`src/rtl/multdiv_sequencer_pkg.sv`:
```
// Shared encodings for the multiply/divide sequencer: FSM states, decode
// fields and the $rstatus exception codes shared with the control decoder.
package multdiv_sequencer_pkg;

    typedef enum logic [1:0] {
        IDLE = 2'b00,
        BUSY = 2'b01,
        WB   = 2'b10
    } md_state_t;

    localparam logic [4:0] OPCODE_RTYPE = 5'b00000;
    localparam logic [4:0] ALUOP_MUL    = 5'b00110;
    localparam logic [4:0] ALUOP_DIV    = 5'b00111;

    localparam int unsigned RSTATUS_REG = 30;

    // $rstatus codes; 1..3 are the add/addi/sub overflow codes from the decoder
    localparam int unsigned ADD_OVF_EXC  = 1;
    localparam int unsigned ADDI_OVF_EXC = 2;
    localparam int unsigned SUB_OVF_EXC  = 3;
    localparam int unsigned MUL_EXC      = 4;
    localparam int unsigned DIV_EXC      = 5;

endpackage

```
`src/rtl/multdiv_sequencer_md_timeout_counter.sv`:
```
// Saturating BUSY-cycle counter; terminal is high while count == TIMEOUT_CYCLES-1.
// Clear has priority over enable; no backpressure.
module md_timeout_counter #(
    parameter int TIMEOUT_CYCLES = 40,
    parameter int CNT_W          = 6
) (
    input  logic clock,
    input  logic reset,
    input  logic clear,
    input  logic enable,
    output logic terminal
);

    logic [CNT_W-1:0] count;

    always_ff @(posedge clock) begin
        if (reset || clear) begin
            count <= '0;
        end else if (enable && (count != '1)) begin
            count <= count + CNT_W'(1);
        end
    end

    assign terminal = (count == CNT_W'(TIMEOUT_CYCLES - 1));

endmodule

```
`src/rtl/multdiv_sequencer.sv`:
```
// Issues mul/div to the iterative unit, stalls until result/exception/timeout,
// then one writeback cycle; start pulse is 1 cycle after issue, stall is combinational.
module multdiv_sequencer #(
    parameter int          TIMEOUT_CYCLES = 40,
    parameter int          CNT_W          = 6,
    parameter int unsigned RSTATUS_REG    = multdiv_sequencer_pkg::RSTATUS_REG,
    parameter int unsigned MUL_EXC        = multdiv_sequencer_pkg::MUL_EXC,
    parameter int unsigned DIV_EXC        = multdiv_sequencer_pkg::DIV_EXC
) (
    input  logic        clock,
    input  logic        reset,
    input  logic        instr_valid,
    input  logic [4:0]  opcode,
    input  logic [4:0]  ALUop,
    input  logic [4:0]  rd,
    input  logic        md_ready,
    input  logic        md_exception,
    input  logic [31:0] md_result,
    output logic        ctrl_MULT,
    output logic        ctrl_DIV,
    output logic        stall,
    output logic        wb_we,
    output logic [4:0]  wb_reg,
    output logic [31:0] wb_data,
    output logic        busy
);

    import multdiv_sequencer_pkg::*;

    md_state_t   state_q;
    md_state_t   state_d;
    logic        start_req;
    logic        start_div;
    logic        launch;
    logic        cnt_clear;
    logic        cnt_en;
    logic        cnt_term;
    logic [4:0]  rd_q;
    logic        is_div_q;
    logic        exc_q;
    logic [31:0] result_q;

    assign start_div = (ALUop == ALUOP_DIV);
    assign start_req = instr_valid && (opcode == OPCODE_RTYPE)
                       && ((ALUop == ALUOP_MUL) || start_div);

    md_timeout_counter #(
        .TIMEOUT_CYCLES (TIMEOUT_CYCLES),
        .CNT_W          (CNT_W)
    ) u_timeout (
        .clock    (clock),
        .reset    (reset),
        .clear    (cnt_clear),
        .enable   (cnt_en),
        .terminal (cnt_term)
    );

    always_ff @(posedge clock) begin
        if (reset) begin
            state_q <= IDLE;
        end else begin
            state_q <= state_d;
        end
    end

    always_comb begin
        state_d   = state_q;
        stall     = 1'b0;
        launch    = 1'b0;
        cnt_clear = 1'b0;
        cnt_en    = 1'b0;
        wb_we     = 1'b0;
        wb_reg    = '0;
        wb_data   = '0;
        case (state_q)
            IDLE: begin
                // Combinational so the issuing instruction is frozen in decode this cycle.
                stall = start_req;
                if (start_req) begin
                    launch    = 1'b1;
                    cnt_clear = 1'b1;
                    state_d   = BUSY;
                end
            end
            BUSY: begin
                stall  = 1'b1;
                cnt_en = 1'b1;
                if (md_ready || cnt_term) begin
                    state_d = WB;
                end
            end
            WB: begin
                stall   = 1'b1;
                state_d = IDLE;
                if (exc_q) begin
                    wb_we   = 1'b1;
                    wb_reg  = 5'(RSTATUS_REG);
                    wb_data = is_div_q ? 32'(DIV_EXC) : 32'(MUL_EXC);
                end else begin
                    wb_we   = (rd_q != 5'd0);
                    wb_reg  = rd_q;
                    wb_data = result_q;
                end
            end
            default: state_d = IDLE;
        endcase
    end

    always_ff @(posedge clock) begin
        if (reset) begin
            ctrl_MULT <= 1'b0;
            ctrl_DIV  <= 1'b0;
            rd_q      <= '0;
            is_div_q  <= 1'b0;
            exc_q     <= 1'b0;
            result_q  <= '0;
        end else begin
            ctrl_MULT <= launch && !start_div;
            ctrl_DIV  <= launch && start_div;
            if (launch) begin
                rd_q     <= rd;
                is_div_q <= start_div;
                exc_q    <= 1'b0;
                result_q <= '0;
            end
            // A unit result in the timeout cycle still takes precedence.
            if (state_q == BUSY) begin
                if (md_ready) begin
                    result_q <= md_result;
                    exc_q    <= md_exception;
                end else if (cnt_term) begin
                    result_q <= '0;
                    exc_q    <= 1'b1;
                end
            end
        end
    end

    assign busy = (state_q != IDLE);

endmodule

```
`config.mk`:
```
export PLATFORM = sky130hd
export DESIGN_NAME = multdiv_sequencer
export DESIGN_NICKNAME = d
export VERILOG_FILES = /design/src/rtl/multdiv_sequencer_pkg.sv /design/src/rtl/multdiv_sequencer_md_timeout_counter.sv /design/src/rtl/multdiv_sequencer.sv
export SDC_FILE = /design/constraint.sdc
export NUM_CORES = 1
export LEC_CHECK = 0
export CAP_MARGIN = 0
export CORE_MARGIN = 2
export CORE_UTILIZATION = 48
export CTS_BUF_LIST = sky130_fd_sc_hd__clkbuf_16
export DETAILED_ROUTE_END_ITERATION = 12
export GPL_ROUTABILITY_DRIVEN = 0
export GPL_TIMING_DRIVEN = 0
export HOLD_SLACK_MARGIN = 0.02
export PLACE_DENSITY_LB_ADDON = 0.15
export SYNTH_ARGS = -nofsm -noshare
export SYNTH_HDL_FRONTEND = slang
export SYNTH_HIERARCHICAL = 1
export SYNTH_SLANG_ARGS = --single-unit
```
`constraint.sdc`:
```
create_clock -name clock -period 4.7 [get_ports clock]
set_clock_uncertainty 0.2 [all_clocks]
set_input_delay 0.94 -clock clock [delete_from_list [all_inputs] [get_ports clock]]
set_output_delay 0.94 -clock clock [all_outputs]
set_load 0.05 [all_outputs]
```
; ---- Word level (Yosys, flattened, before mapping)
; Cells that the tools add are included.
[op_classes]
n_eq_ne = 8
n_mux = 22
n_reduce_logical = 15
addsub = 1
[op_table]
columns = operator, count
row1 = 32-bit 2-to-1 mux, 6
row2 = 5-bit by 3-bit == test with 1-bit output (second input constant), 2
row3 = 1-bit 2-to-1 mux, 10
row4 = 5-bit 2-to-1 mux, 2
row5 = 6-bit by 1-bit adder with 6-bit output (second input constant), 1
row6 = 6-bit == test (second input constant), 1
row7 = 6-bit inequality test (second input constant), 1
row8 = 1-bit logical AND, 5
row9 = 5-bit logical NOT, 1
row10 = 5-bit nonzero test, 1
row11 = 2-bit 2-to-1 mux, 2
row12 = 2-bit inequality test (second input constant), 2
row13 = 2-bit one-hot mux with 2 select lines, 1
row14 = 1-bit logical OR, 3
row15 = 2-bit by 1-bit == test with 1-bit output (second input constant), 1
row16 = 2-bit == test (second input constant), 1
row17 = 2-bit logical NOT, 1
row18 = 1-bit one-hot mux with 2 select lines, 1
row19 = 2-bit AND reduction, 1
row20 = 2-bit nonzero test, 1
row21 = 2-bit OR reduction, 1
row22 = 1-bit logical NOT, 1
[word_totals]
reg_bits = 49
word_cells = 54
input_bits = 52
output_inout_bits = 42

; ---- Longest topological paths before layout
[depth]
ltp_word = 9
depth_mapped = 7
ltp_nobuf = 7

; ---- Cells and area by module
; Netlist, hierarchy kept.
[modules_own_cells]
columns = mod, instances, seq_area_each_um2, cells_per_inst, area_each_um2
row1 = multdiv_sequencer, 1, 860.8, 222, 2167.1
row2 = md_timeout_counter, 1, 120.1, 35, 334.1

; ---- Worst setup path before layout
; OpenSTA, ideal clock, no wires.
[synth_path]
path_type = in2out
startpoint = in opcode[1]
endpoint = out stall
arrival_time_ns = 2.289
required_time_ns = 3.560
path_buffers = 0
stages = 3
setup_slack_ns = 1.271
path_cell_list = nor4_4 > nand4_1 > a21oi_1
[synth_between]
elab_chain_len = 4
[synth_rtl]
columns = item, line_no
row1 = from (decl), multdiv_sequencer.sv:13  ; input logic [4:0] opcode,
row2 = 5-bit logical NOT, multdiv_sequencer.sv:44  ; assign start_req = instr_valid && (opcode == OPCODE_RTYPE)
row3 = 1-bit logical AND, multdiv_sequencer.sv:44
row4 = 1-bit logical AND, multdiv_sequencer.sv:45  ; && ((ALUop == ALUOP_MUL) || start_div);
row5 = 1-bit one-hot mux with 2 select lines, multdiv_sequencer.sv:75  ; case (state_q)
row6 = to (decl), multdiv_sequencer.sv:21  ; output logic stall,
; Every way passes these cells.

; ---- Worst setup path in the final report
; Ends and elaborated chain as after synthesis.

==> impl_metrics.ini <==
[route]
ant_nets = 0
finalWirelength_um = 5830
drc = 0
drtIter0Drc = 57
vias = 2228
dr.pass1.iters = 4
drt-wirelength-per-cell_um = 13.6
via_per_inst = 5.21

[worst_setup_path]
slowest_delay_ns = 0.82
path_class = input pin to output pin
critPathMostFrequentCell = clkdlybuf4s50_1
worst-path-buf-inv = 2
path_cells = clkdlybuf4s50_1 > nor4_4 > nand4_1 > a21oi_1 > clkdlybuf4s50_1
critPathSlowestCell = clkdlybuf4s50_1
end_kind = output pin
reg2reg_slack_ns = 2.48
cp_max_fo = 5
critical_path.top_delay_family = buffers and inverters
startpoint_type = input pin
cp.arrival_ns = 3.05
required_ns = 3.56

[synthesis]
synth_warnings = 6
synth-seq-cells = 49
async_reset_ff_share_pct = 0
yosys.area.top_type_share_pct = 39.2
synth_area_um2 = 2500
syn_avg_cell_area_um2 = 9.73
synth_enable_flop_cells = 0
yosysMostFrequentCell = dfxtp_1
syn_inst = 257
synth_nets = 314
synthTopCellsByCount = dfxtp_1 (49), nand3b_1 (35), and2_1 (31), o2bb2ai_1 (31)
ys_seq_area_share_pct = 39.2
synth.distinct_cells = 44
ys.flop_type = dfxtp_1
synth_area_leader_cell = dfxtp_1
synth_area_leaders = dfxtp_1 (39%), o2bb2ai_1 (11%), nand3b_1 (11%)

[sta]
setup_viol = 0
finalCriticalPeriod_ns = 4.19
relSlewSlack_pct = 65.0
hold_viol = 0
period_share_pct = 89.2
slew_violations = 0
worst_pin_slew_ns = 0.523
fmax_ghz = 0.239
setup_tns_ns = 0
rsz0062_at_grt = no

[grt]
grt-ovfl-total = 0
grt_max_degree = 15
grt_pass1_vias = 2182
antenna_found_initial = 0
grt_pass1_wl_um = 10100
grt_util_all_layers_pct = 21.0

[clocking]
cts_resized = 0
root_buffer = clkbuf_16
post-cts-setup-buffer-count = 0
clockBufferDepth = 2
clk_latency_ns = 0.28
cts_tree = yes
path_clk_slew_ns = 0.06
cts_made_buffers = 5
ctsHtreeMaxLevel = 2
ctsHoldBuffers = 0
cts.sinks = 49

[floorplan]
die_h_um = 76.2
initial_core_util_pct = 49.3
die_x_um = 76.2
die_area_um2 = 5800
rows = 26
top_level_ports = 94
core_area_um2 = 5070

[layout]
syn2layout_area_growth_pct = 46.3
diodes = 0
fillers = 417
fin_nets = 414
layout-drive-gt1-share_pct = 6.15

[power]
p_leak_nw = 1.25
vdd_drop_max_v = 0.000172
total_power_uw = 815
power.density_nw_per_um2 = 223

[run]
drv_cap = 0

[place]
dp_hpwl_um = 4330
portBuffers = 93

[run_status]
status = completed

[worst_hold_path]
hold_class = flip-flop to flip-flop
==> routing by layer <==
metal / GRT usage, % / wire [um] / up-vias
met5: 0 / 0 / -
met2: 35.6 / 2780 / 64
li1: - / - / 1134
met4: 7.27 / 65 / 0
met3: 3.91 / 281 / 7
met1: 26.8 / 2710 / 1023
==> through the flow <==
step / cell area [um^2] / worst slack [ns] / hold slack [ns] / util (%) / std cells
finish: 3660 / 0.510 / 0.280 / 72.1 / 428
global route: 3660 / 0.403 / 0.297 / 72.1 / 428
CTS: 3660 / 0.523 / 0.282 / 72.1 / 428
detailed placement: 3520 / 0.530 / 0.270 / 69.4 / 420
global placement: 3520 / 0.536 / 0.264 / 69.4 / 420
floorplan: 2500 / 1.27 / 0.248 / - / 257
==> worst reg2reg max path, cell delays in order, from the launching register on <==
cell and delay, ns:
dfxtp_1 0.33, ha_1 0.28, nor3b_1 0.19, o21ai_1 0.44, clkbuf_1 0.41, nand3b_1 0.13, o2bb2ai_1 0.17
==> layout by cell type (no fill, tap or decap), types with 4 or more instances in the layout <==
cell / instances
and2_1: 31
clkbuf_1: 14
clkbuf_16: 5
clkdlybuf4s50_1: 93
dfxtp_1: 49
ha_1: 5
inv_1: 6
mux2i_1: 9
nand2_1: 7
nand2b_1: 14
nand3_1: 4
nand3b_1: 35
nor2_1: 4
nor2b_1: 5
o21a_1: 6
o2bb2ai_1: 31
==> cell type report <==
| cell class | instances | area, um^2 | share of cell area, % |
|---|---|---|---|
| inverters | 5 | 18.8 | 0.513 |
| plain buffers | 20 | 118 | 3.21 |
| well taps | 70 | 87.6 | 2.39 |
| clock inverters | 3 | 13.8 | 0.376 |
| repair buffers | 93 | 931 | 25.4 |
| multi-input cells | 183 | 1380 | 37.8 |
| clock buffers | 5 | 125 | 3.42 |
| flip-flops and latches | 49 | 981 | 26.8 |
==> final timing paths <==
kind	start	end	cells after the start
worst max-delay path	opcode[1]	stall	5
worst min register to register	result_q[25]	result_q[25]	2
worst max register to register	u_timeout/count[0]	result_q[21]	6
worst min-delay path	result_q[25]	result_q[25]	2
==> power breakdown <==
part | switching, mW | total [mW] | internal [mW]
Clock | 0.142 | 0.335 | 0.193
Combinational | 0.0180 | 0.0640 | 0.0460
Sequential | 0.0000971 | 0.415 | 0.415
Total | 0.160 | 0.815 | 0.655
==> registers in the layout, indices dropped and copies added, names as in the netlist <==
signal and flops:
u_timeout/count 6, is_div_q 1, ctrl_MULT 1, rd_q 5, result_q 32, state_q 2, ctrl_DIV 1, exc_q 1
==> logic make-up (layout without fill, tap and decap cells) <==
kind of cell,Yosys count,after routing,share of synthesized area (%)
simple gates,116,116,31.3
compound gates,53,53,18.0
fa+ha+maj,5,5,2.50
flops,49,49,39.2
buf+inv,25,126,5.45
mux,9,9,3.60
Note: power is estimated with default switching activity, not from simulation.
